===== src/rtl/imm_pkg.sv =====
// Shared definitions for the immediate-extension stage: the mode codes
// and the occupancy-state encoding of the output skid buffer.
package imm_pkg;

  localparam logic [1:0] IMM_ZERO   = 2'd0;
  localparam logic [1:0] IMM_SIGN   = 2'd1;
  localparam logic [1:0] IMM_UPPER  = 2'd2;
  localparam logic [1:0] IMM_BRANCH = 2'd3;

  typedef enum logic [1:0] {
    OCC_EMPTY = 2'd0,
    OCC_ONE   = 2'd1,
    OCC_TWO   = 2'd2
  } occ_t;

endpackage


===== src/rtl/imm_extend_core.sv =====
// Combinational immediate extender: (in_data, in_mode) -> (value, neg).
// Zero/sign/upper/branch forms; branch is the sign form shifted left.
module imm_extend_core
  import imm_pkg::*;
#(
  parameter int IN_W     = 16,
  parameter int OUT_W    = 32,
  parameter int BR_SHIFT = 2
) (
  input  logic [IN_W-1:0]  in_data,
  input  logic [1:0]       in_mode,
  output logic [OUT_W-1:0] value,
  output logic             neg
);

  localparam int EXT_W = OUT_W - IN_W;

  logic [OUT_W-1:0] zext;
  logic [OUT_W-1:0] sext;
  logic [OUT_W-1:0] upper;
  logic [OUT_W-1:0] branch;

  assign zext   = {{EXT_W{1'b0}}, in_data};
  assign sext   = {{EXT_W{in_data[IN_W-1]}}, in_data};
  assign upper  = {in_data, {EXT_W{1'b0}}};
  assign branch = sext << BR_SHIFT;
  assign neg    = in_data[IN_W-1];

  // Select the extended form requested by the mode code
  always_comb begin
    value = zext;
    case (in_mode)
      IMM_ZERO:   value = zext;
      IMM_SIGN:   value = sext;
      IMM_UPPER:  value = upper;
      IMM_BRANCH: value = branch;
      default:    value = zext;
    endcase
  end

endmodule


===== src/rtl/imm_extend_pipe.sv =====
// Registered immediate-extension stage with a 2-entry skid buffer so that
// in_ready can be a flop while still sustaining one transfer per cycle.
module imm_extend_pipe
  import imm_pkg::*;
#(
  parameter int IN_W     = 16,
  parameter int OUT_W    = 32,
  parameter int BR_SHIFT = 2
) (
  input  logic             clk,
  input  logic             rst_n,
  input  logic             flush,
  input  logic             in_valid,
  output logic             in_ready,
  input  logic [IN_W-1:0]  in_data,
  input  logic [1:0]       in_mode,
  output logic             out_valid,
  input  logic             out_ready,
  output logic [OUT_W-1:0] out_data,
  output logic             out_neg
);

  occ_t             state;
  occ_t             next_state;
  logic [OUT_W-1:0] core_value;
  logic             core_neg;
  logic [OUT_W-1:0] skid_data;
  logic             skid_neg;
  logic             in_xfer;
  logic             out_xfer;
  logic             load_main;
  logic             load_skid;
  logic             skid_to_main;

  imm_extend_core #(
    .IN_W     (IN_W),
    .OUT_W    (OUT_W),
    .BR_SHIFT (BR_SHIFT)
  ) u_core (
    .in_data (in_data),
    .in_mode (in_mode),
    .value   (core_value),
    .neg     (core_neg)
  );

  assign in_xfer  = in_valid & in_ready;
  assign out_xfer = out_valid & out_ready;

  // Occupancy next-state and register-load selection; flush overrides all
  always_comb begin
    next_state   = state;
    load_main    = 1'b0;
    load_skid    = 1'b0;
    skid_to_main = 1'b0;
    if (flush) begin
      next_state = OCC_EMPTY;
    end else begin
      case (state)
        OCC_EMPTY: begin
          if (in_xfer) begin
            next_state = OCC_ONE;
            load_main  = 1'b1;
          end else begin
            next_state = OCC_EMPTY;
          end
        end
        OCC_ONE: begin
          if (in_xfer && out_xfer) begin
            next_state = OCC_ONE;
            load_main  = 1'b1;
          end else if (in_xfer) begin
            next_state = OCC_TWO;
            load_skid  = 1'b1;
          end else if (out_xfer) begin
            next_state = OCC_EMPTY;
          end else begin
            next_state = OCC_ONE;
          end
        end
        OCC_TWO: begin
          if (out_xfer) begin
            next_state   = OCC_ONE;
            skid_to_main = 1'b1;
          end else begin
            next_state = OCC_TWO;
          end
        end
        default: begin
          next_state = OCC_EMPTY;
        end
      endcase
    end
  end

  // State, handshake flags and main/skid data registers
  always_ff @(posedge clk or negedge rst_n) begin
    if (!rst_n) begin
      state     <= OCC_EMPTY;
      out_valid <= 1'b0;
      in_ready  <= 1'b1;
      out_data  <= {OUT_W{1'b0}};
      out_neg   <= 1'b0;
      skid_data <= {OUT_W{1'b0}};
      skid_neg  <= 1'b0;
    end else begin
      state     <= next_state;
      out_valid <= (next_state != OCC_EMPTY);
      in_ready  <= (next_state != OCC_TWO);
      if (load_main) begin
        out_data <= core_value;
        out_neg  <= core_neg;
      end else if (skid_to_main) begin
        out_data <= skid_data;
        out_neg  <= skid_neg;
      end else begin
        out_data <= out_data;
        out_neg  <= out_neg;
      end
      if (load_skid) begin
        skid_data <= core_value;
        skid_neg  <= core_neg;
      end else begin
        skid_data <= skid_data;
        skid_neg  <= skid_neg;
      end
    end
  end

endmodule


===== config.mk =====
export PLATFORM = sky130hd
export DESIGN_NAME = imm_extend_pipe
export DESIGN_NICKNAME = d
export VERILOG_FILES = /design/src/rtl/imm_pkg.sv /design/src/rtl/imm_extend_core.sv /design/src/rtl/imm_extend_pipe.sv
export SDC_FILE = /design/constraint.sdc
export NUM_CORES = 1
export LEC_CHECK = 0
export BUFFER_PORTS_ARGS = -buffer_cell sky130_fd_sc_hd__buf_2
export CORE_MARGIN = 2
export CORE_UTILIZATION = 50
export DETAILED_ROUTE_END_ITERATION = 8
export GPL_TIMING_DRIVEN = 0
export PLACE_DENSITY = 0.71
export SKIP_LAST_GASP = 1
export SLEW_MARGIN = 30
export SYNTH_ARGS = -nofsm -noshare
export SYNTH_HDL_FRONTEND = slang
export SYNTH_HIERARCHICAL = 1
export SYNTH_SLANG_ARGS = --single-unit

===== constraint.sdc =====
create_clock -name clk -period 2.45 [get_ports clk]
set_clock_uncertainty 0.2 [all_clocks]
set_input_delay 0.245 -clock clk [delete_from_list [all_inputs] [get_ports clk]]
set_output_delay 0.245 -clock clk [all_outputs]
set_load 0.01 [all_outputs]

==> results.tsv, run 1 <==
metric	value	unit
status	finished clean	
die_w	90.8	µm
ys_seq_elements	70	
htreeDepth	3	
dieArea	0.00824	mm²
path_class	reg2reg	
cp-end-kind	flip-flop	
yosysSeqAreaShare	0.465	
p_int	2680	µW
finalNetCount	428	
synth_top_area_share	0.458	
port_buffers	57	
critPathRequiredTime	2480	ps
n_antenna_cell	0	
cts_buffers	9	
fmax	484	MHz
globalRouteOverflowTotal	0	
utilization	0.606	
cp.arrival	2100	ps
ir_drop	0.463	mV
post_cts_buffers	0	
antenna_found_initial	0	
post_cts_resized	0	
num-fill-cells	669	
avgSynthCellArea	11.3	µm²
synth_cell_type_count	41	
min_period_over_period	0.844	
async_flop_share	1.00	
worst_slew_margin_rel	0.632	
startpoint_type	flip-flop	
cts_tree	done	
netlist_area	0.00377	mm²
area_growth	17.2	%
worst-path-max-fanout	10	
syn_nets	358	
grt_max_degree	38	
yosys_warnings	6	
clock_path_buffers	2	
wirelength	9.58	mm
combPwrFrac	0.285	
power_frac_clock	0.256	
ctsRootBufferMaster	clkbuf_8	
grt_pass1_vias	3150	
drc_errors	0	
synthFlopType	dfrtp_1	
hpwlAfterDp	6.66	mm
io_pins	58	
grt_pass1_wl	15.9	mm
clk_latency	350	ps
period_needed	2070	ps
rows	31	
synth-edff-count	0	
syn_inst	333	
die_h	90.8	µm
start_util	0.517	
dr.first_iter.drc_count	138	
clk_pin_slew	70	ps
hold_path_class	in2reg	
vias	3028	
cap_violations	0	
finalSetupViolCount	0	
synth_area_leaders	dfrtp_1 (46%), mux2_4 (12%), a211oi_1 (6.6%), a31oi_1 (5.5%), nand3_1 (4.4%)	
routabilityCongestion	0.816	
numClockSinks	70	
slew_violations	0	
hold_viol_final	0	
setup_tns	0	ps
p_sw	1140	µW
dr.pass1.iters	4	
drive_above_1_share	0.337	
tightest_slew	552	ps
viasPerCell	5.98	
sw_frac_of_total	0.299	
wire_per_inst	18.9	µm
detail-route-antenna-nets	0	
grt_setup_unrepaired	no	
cellLeakagePower	0.00194	µW
core	0.00729	mm²
grt_util_all_layers	0.245	
powerDensity	866	mW/mm²
synth_area_leader_cell	dfrtp_1	
seq_power_share	0.459	
==> path summary, 6_finish.rpt <==
check | cells past startpoint | from | slack [ps] | end
hold / removal | 3 | in_data[12] | 100 | skid_data[28]
hold reg to reg | 1 | skid_data[30] | 320 | skid_data[30]
setup reg to reg | 6 | in_ready | 380 | out_data[6]
max in group asynchronous | 3 | rst_n | 1330 | out_data[1]
min in group asynchronous | 2 | rst_n | 190 | out_data[20]
setup / recovery | 6 | in_ready | 380 | out_data[6]
==> stage by stage <==
step	setup slack [ps]	total power, µW	hold WS, ps	instance area [µm²]	cells
after global routing	214	4040	118	4420	506
final	382	3820	105	4420	506
after floorplan	531	2470	-251	3770	333
after detailed placement	414	2850	29.8	4200	490
after global placement	445	2810	291	4180	489
after CTS	405	3850	83.2	4420	506
==> registers in the layout (all words and copies together), names as in the netlist <==
register,flops
skid_neg,1
in_ready,1
state,2
out_neg,1
skid_data,32
out_data,32
out_valid,1
==> cells by family after synthesis <==
group,count (synthesis),share of synthesized area
AO/OA/AOI/OAI,134,0.240
adder cells (fa/ha/maj),2,0.00664
buffers and inverters,39,0.0727
flip-flops,70,0.465
multiplexers,34,0.132
AND/OR/NAND/NOR,54,0.0834
==> layer usage <==
layer / vias to the layer above / wire length [µm] / track usage
met5: - / 0 / 0
met4: 0 / 200 / 0.0972
met3: 15 / 515 / 0.0476
met2: 105 / 4510 / 0.371
met1: 1498 / 4360 / 0.349
li1: 1410 / - / -
==> critical path: stages (launching register included) <==
cell and delay (ps):
dfstp_2 550, and2_1 160, ha_1 150, nand2_1 190, clkbuf_1 300, a211oi_1 350
a31oi_1 70
==> layout by cell type, fill, tap and decap left out, types with 2 or more instances in the layout <==
cell type	count
buf_4	2
a21o_2	4
nand3_1	33
clkbuf_1	18
and2b_2	2
buf_6	6
o21ai_0	33
a31oi_1	33
buf_8	2
buf_12	4
buf_2	62
clkbuf_8	12
dfrtp_1	69
a211oi_1	33
mux2_2	3
a21o_1	12
a22o_1	14
nor2_1	2
nand2_1	6
mux2_4	30
ha_1	2
==> power by group through the flow <==
stage | registers [µW] | logic (µW) | clock network, µW
global placement | 1750 | 1060 | 0
detailed placement | 1760 | 1090 | 0
finish | 1750 | 1090 | 980
floorplan | 1800 | 663 | 0
global route | 1800 | 1190 | 1060
CTS | 1750 | 1100 | 1000
==> Yosys cell counts, types with 2 or more instances <==
master,number
nand3_1,33
and2b_2,2
mux2_4,30
ha_1,2
a21o_1,12
nand2_1,6
buf_2,6
o21ai_0,33
buf_12,3
clkbuf_1,18
a31oi_1,33
a21o_2,4
buf_8,2
mux2_2,3
dfrtp_1,69
a22o_1,14
buf_6,6
nor2_1,2
a211oi_1,33
==> layout make-up <==
cell class,count,area (µm²),area share
flip-flops and latches,70,1750,0.397
inverters,3,11.3,0.00255
clock inverters,3,42.5,0.00963
well taps,99,124,0.0280
repair buffers,59,318,0.0720
clock buffers,12,165,0.0374
multi-input cells,224,1740,0.394
plain buffers,36,263,0.0595
==> repair_timing <==
item / 4_1_cts / 5_1_grt
hold endpoints to repair: 33 / 0
hold buffers: 1 / 0
setup endpoints to repair: 0 / 0
No activity file was read; power rests on OpenSTA's default activity.
==> run 2, diff against run 1 <==
ABC_AREA = 1   (was not set)
clock period = 2.05 ns   (was 2.45 ns; I/O delays follow)
==> run 2 against run 1 <==
Effect of this change: critical path depth rose by 4; maximum frequency rose by 6.6%; global-route usage barely moved; register-to-register slack got worse by 270 ps; area after synthesis rose by 0.96%; via count rose by 15%; hold slack got worse by 82 ps; largest cell class unchanged; total power rose by 17%; flip-flop and latch count did not move.
==> results.tsv, run 2 <==
metric	value	unit
avgSynthCellArea	7.59	µm²
start_util	0.522	
globalRouteOverflowTotal	0	
rr_worst_depth	10	
synth_top_area_share	0.454	
grt_max_degree	41	
yosys_warnings	6	
regToRegStartpoint	in_ready	
detail-route-antenna-nets	0	
post_cts_buffers	0	
synth_cell_type_count	20	
grt_setup_unrepaired	no	
place_ws	55.0	ps
syn_inst	501	
synth_area_leader_cell	dfrtp_1	
yosysSeqAreaShare	0.461	
dieArea	0.00832	mm²
worstSetupStartpoint	in_ready	
synthFlopType	dfrtp_1	
ir_drop	0.578	mV
area_growth	17.7	%
netlist_area	0.00380	mm²
min_period_over_period	0.946	
worstPathCellList	nand2_1 -> inv_1 -> ha_1 -> nand3_1 -> nand2_4 -> nand2_2 -> buf_6 -> buf_6 -> nand3_1 -> nand2_1	
cp.depth	10	
numClockSinks	70	
vias	3494	
yosysMostFrequentCell	nand2_1	
die_w	91.2	µm
worst_slew_margin_rel	0.655	
io_pins	58	
powerDensity	995	mW/mm²
ys_seq_elements	70	
wirelength	9.59	mm
cp_slowest_cell	dfstp_2	
die_h	91.2	µm
worst-path-max-fanout	10	
fin_cells	673	
async_flop_share	1.00	
synth-edff-count	0	
drive_above_1_share	0.235	
wire_per_inst	14.2	µm
tightest_slew	517	ps
startpoint_type	flip-flop	
slew_violations	0	
clk_pin_slew	70	ps
num-fill-cells	703	
hpwlAfterDp	6.87	mm
hold_path_class	in2reg	
min_from	in_mode[1]	
viasPerCell	5.19	
critPathRequiredTime	2090	ps
rows	31	
ctsRootBufferMaster	clkbuf_8	
clk_latency	350	ps
setup_tns	0	ps
syn_nets	526	
fmax	516	MHz
synth_area_leaders	dfrtp_1 (45%), nand2_1 (16%), nand3_1 (14%), inv_1 (5.2%), o21ai_2 (4.6%)	
finalNetCount	595	
hold_viol_final	0	
cp.arrival	1980	ps
cts_tree	done	
period_needed	1940	ps
n_antenna_cell	0	
grt_pass1_wl	16.2	mm
grt_util_all_layers	0.246	
dp_cells	657	
routabilityCongestion	0.896	
dr.first_iter.drc_count	295	
grt_pass1_vias	3284	
cap_violations	0	
finalSetupViolCount	0	
layout_commonest_cell	nand2_1	
reg_top3	out_data (32), skid_data (32), state (2)	
post-route-worst-setup-slack	110	ps
holdPathStages	4	
path_class	reg2reg	
htreeDepth	3	
port_buffers	56	
drc_errors	0	
clock_path_buffers	2	
cp-end-kind	flip-flop	
synthTopCellsByCount	nand2_1 (158), nand3_1 (106), dfrtp_1 (69), inv_1 (53), o21ai_0 (24)	
status	finished clean	
worst_path_largest_cell_delay	530	ps
cts_buffers	9	
mostFrequentLayoutCells	nand2_1 (157), nand3_1 (105), buf_2 (69), dfrtp_1 (69), inv_1 (53)	
cellLeakagePower	0.00242	µW
antenna_found_initial	0	
crit_buf_inv	3	
core	0.00729	mm²
cp_top_family	simple AND/OR/NAND/NOR gates	
dr.pass1.iters	4	
whs	22.5	ps
==> run 2: worst paths after layout <==
check	end	slack [ps]
worst max-delay path	out_data[27]	110
worst min-delay path	skid_data[0]	20
worst max register to register	out_data[27]	110
worst min register to register	skid_data[19]	290
max in group asynchronous	skid_data[24]	980
min in group asynchronous	out_data[5]	120
==> run 2: final cells by class <==
type	count	area, µm²	area share
plain buffers	36	239	0.0534
clock inverters	4	70.1	0.0157
multi-input cells	339	1620	0.361
inverters	56	210	0.0470
flip-flops and latches	70	1750	0.392
clock buffers	11	151	0.0338
well taps	99	124	0.0277
repair buffers	58	313	0.0699
==> run 2: cells by family after synthesis <==
| logic type | after synthesis | synth area share |
|---|---|---|
| AND/OR/NAND/NOR | 276 | 0.314 |
| AO/OA/AOI/OAI | 61 | 0.101 |
| buffers and inverters | 92 | 0.117 |
| adder cells (fa/ha/maj) | 2 | 0.00658 |
| flip-flops | 70 | 0.461 |
==> run 2: what timing repair did <==
| action | CTS | global route |
|---|---|---|
| setup endpoints to repair | 0 | 30 |
| gates resized for setup | 0 | 5 |
| hold buffers | 1 | 0 |
| endpoints found under the hold margin | 70 | 0 |
==> run 2: layer usage <==
layer,part of all wire,global-route usage
met1,0.47,0.347
met2,0.45,0.374
met3,0.058,0.0539
met4,0.015,0.0859
met5,0,0
==> run 2: metrics by stage <==
step / power, µW / util / instance area (µm²)
global placement: 3150 / 0.577 / 4210
floorplan: 2760 / - / 3800
global route: 4750 / 0.614 / 4480
CTS: 4460 / 0.612 / 4460
detailed placement: 3210 / 0.580 / 4230
finish: 4460 / 0.614 / 4480
==> run 2: tightest hold or removal path, stage by stage <==
cell and delay [ps]:
buf_4 140, nor2_1 60, inv_1 60, o21ai_1 60
==> run 2: where the power goes <==
part	switching, µW	internal [µW]
clock	521	741
sequential	223	1810
combinational	687	471
==> run 3, diff against run 2 <==
SETUP_SLACK_MARGIN = 0.5   (was not set)
==> run 3 against run 2 <==
Effect of this change: flip-flop and latch count is the same; maximum frequency is 8.7% higher; sequential share of layout area is 3.8 points lower; die area unchanged; routed wire length is 10% higher; combinational power increased by 18%; critical path type unchanged.
==> results.tsv, run 3 (synthesis gave the netlist of run 2 again) <==
metric	value	unit
status	finished clean	
min_period_over_period	0.870	
detail-route-antenna-nets	0	
die_w	91.2	µm
startpoint_type	flip-flop	
antenna_found_initial	0	
io_pins	58	
final_area	0.00496	mm²
worstSetupStartpoint	in_ready	
wire_per_inst	15.3	µm
core	0.00729	mm²
grt_setup_unrepaired	yes	
dr.pass1.iters	5	
path_class	reg2reg	
drc_errors	0	
cp-end-kind	flip-flop	
dp_cells	657	
sw_frac_of_total	0.342	
start_util	0.522	
layout_commonest_cell	nand2_1	
critPathRequiredTime	2090	ps
cap_violations	0	
finalSetupViolCount	0	
numClockSinks	70	
powerDensity	897	mW/mm²
p_total	4450	µW
worst_slew_margin_rel	0.630	
hold_viol_final	0	
routabilityCongestion	0.874	
globalRouteOverflowTotal	0	
wirelength	10.6	mm
cp.arrival	1830	ps
worst-path-max-fanout	5	
dpl_cell_area	0.00427	mm²
mostFrequentLayoutCells	nand2_1 (140), nand3_1 (81), dfrtp_1 (69), buf_2 (62), inv_1 (52)	
clk_latency	350	ps
p_int	2930	µW
ctsRootBufferMaster	clkbuf_8	
seq_power_share	0.464	
ir_drop	0.491	mV
cts_tree	done	
hpwlAfterDp	6.96	mm
cellLeakagePower	0.00263	µW
area_growth	30.4	%
cts_buffers	9	
grt_pass1_vias	3417	
tightest_slew	555	ps
critPathCapture	out_data[13]	
fin_cells	689	
reg_top3	out_data (32), skid_data (32), state (2)	
rr_worst_depth	10	
dieArea	0.00832	mm²
r2r_end	out_data[13]	
grt_pass1_wl	16.8	mm
utilization	0.680	
die_h	91.2	µm
htreeDepth	3	
clock_path_buffers	2	
power_frac_clock	0.227	
slew_violations	0	
finalNetCount	611	
clk_pin_slew	70	ps
hold_path_class	in2reg	
regToRegStartpoint	in_ready	
combPwrFrac	0.309	
drive_above_1_share	0.334	
port_buffers	56	
vias	3722	
dr.first_iter.drc_count	316	
period_needed	1780	ps
fmax	560	MHz
grt_max_degree	51	
viasPerCell	5.40	
setup_tns	0	ps
n_antenna_cell	0	
grt_util_all_layers	0.258	
p_sw	1520	µW
rrSetupSlack	270	ps
rows	31	
-- run 3: changes by cell type in the layout (fill, tap and decap cells not counted), moves of 7 or more --
cell	before	now
buf_4	8	18
nand2_1	157	140
nand3_1	105	81
buf_8	0	7
buf_2	69	62
nand3_2	1	23
nand2_2	6	21
-- run 3: worst max-delay path, stage by stage, from the launching register on --
cell	delay, ps
dfstp_2	540
nand2_2	60
inv_4	70
ha_4	130
nand3_4	60
nand2_4	110
buf_12	140
clkbuf_16	140
nand3_1	70
nand2_2	100
nand2_1	60
-- run 3: stage by stage --
| step | worst slack, ps | hold slack (ps) |
|---|---|---|
| detailed placement | 171 | -82.7 |
| global route | 218 | 56.2 |
| finish | 266 | 26.8 |
| global placement | 191 | 268 |
| CTS | 272 | 23.2 |
| floorplan | 357 | -291 |
-- run 3: worst min-delay path by stage --
stage | from | end | cells past startpoint
floorplan | rst_n | out_data[0] | 0
global placement | skid_data[18] | skid_data[18] | 2
detailed placement | rst_n | out_data[5] | 1
CTS | in_mode[1] | skid_data[0] | 4
global route | in_mode[1] | skid_data[0] | 4
finish | in_mode[1] | skid_data[0] | 4
-- run 3: final cells by class --
| class | instances | area (µm²) |
|---|---|---|
| Buffer | 36 | 304 |
| Tap cell | 99 | 124 |
| Inverter | 56 | 213 |
| Sequential cell | 70 | 1750 |
| Multi-Input combinational cell | 339 | 1820 |
| Fill cell | 645 | 2330 |
| Clock inverter | 3 | 20.0 |
| Timing Repair Buffer | 74 | 568 |
| Clock buffer | 12 | 155 |
-- run 3: routing by layer --
metal | global-route usage | vias up | share of wire
met2 | 0.396 | 158 | 0.48
met4 | 0.106 | 0 | 0.022
li1 | - | 1770 | -
met1 | 0.366 | 1772 | 0.43
met3 | 0.0365 | 22 | 0.065
met5 | 0 | - | 0
-- run 3: what timing repair did --
item                                    CTS  global route
pin swaps                                13            27
buffers inserted                         10             0
gates resized for setup                  28            47
hold buffers                              1             0
endpoints found under the setup margin   69            70
gates cloned                              1             5
endpoints found under the hold margin    70             0
-- run 3: power by group through the flow --
stage               clock network (µW)  registers, µW  logic (µW)
CTS                               1030           2040        1250
global route                      1080           2110        1530
detailed placement                   0           2050        1160
global placement                     0           2030        1130
floorplan                            0           2130         640
finish                            1010           2060        1370
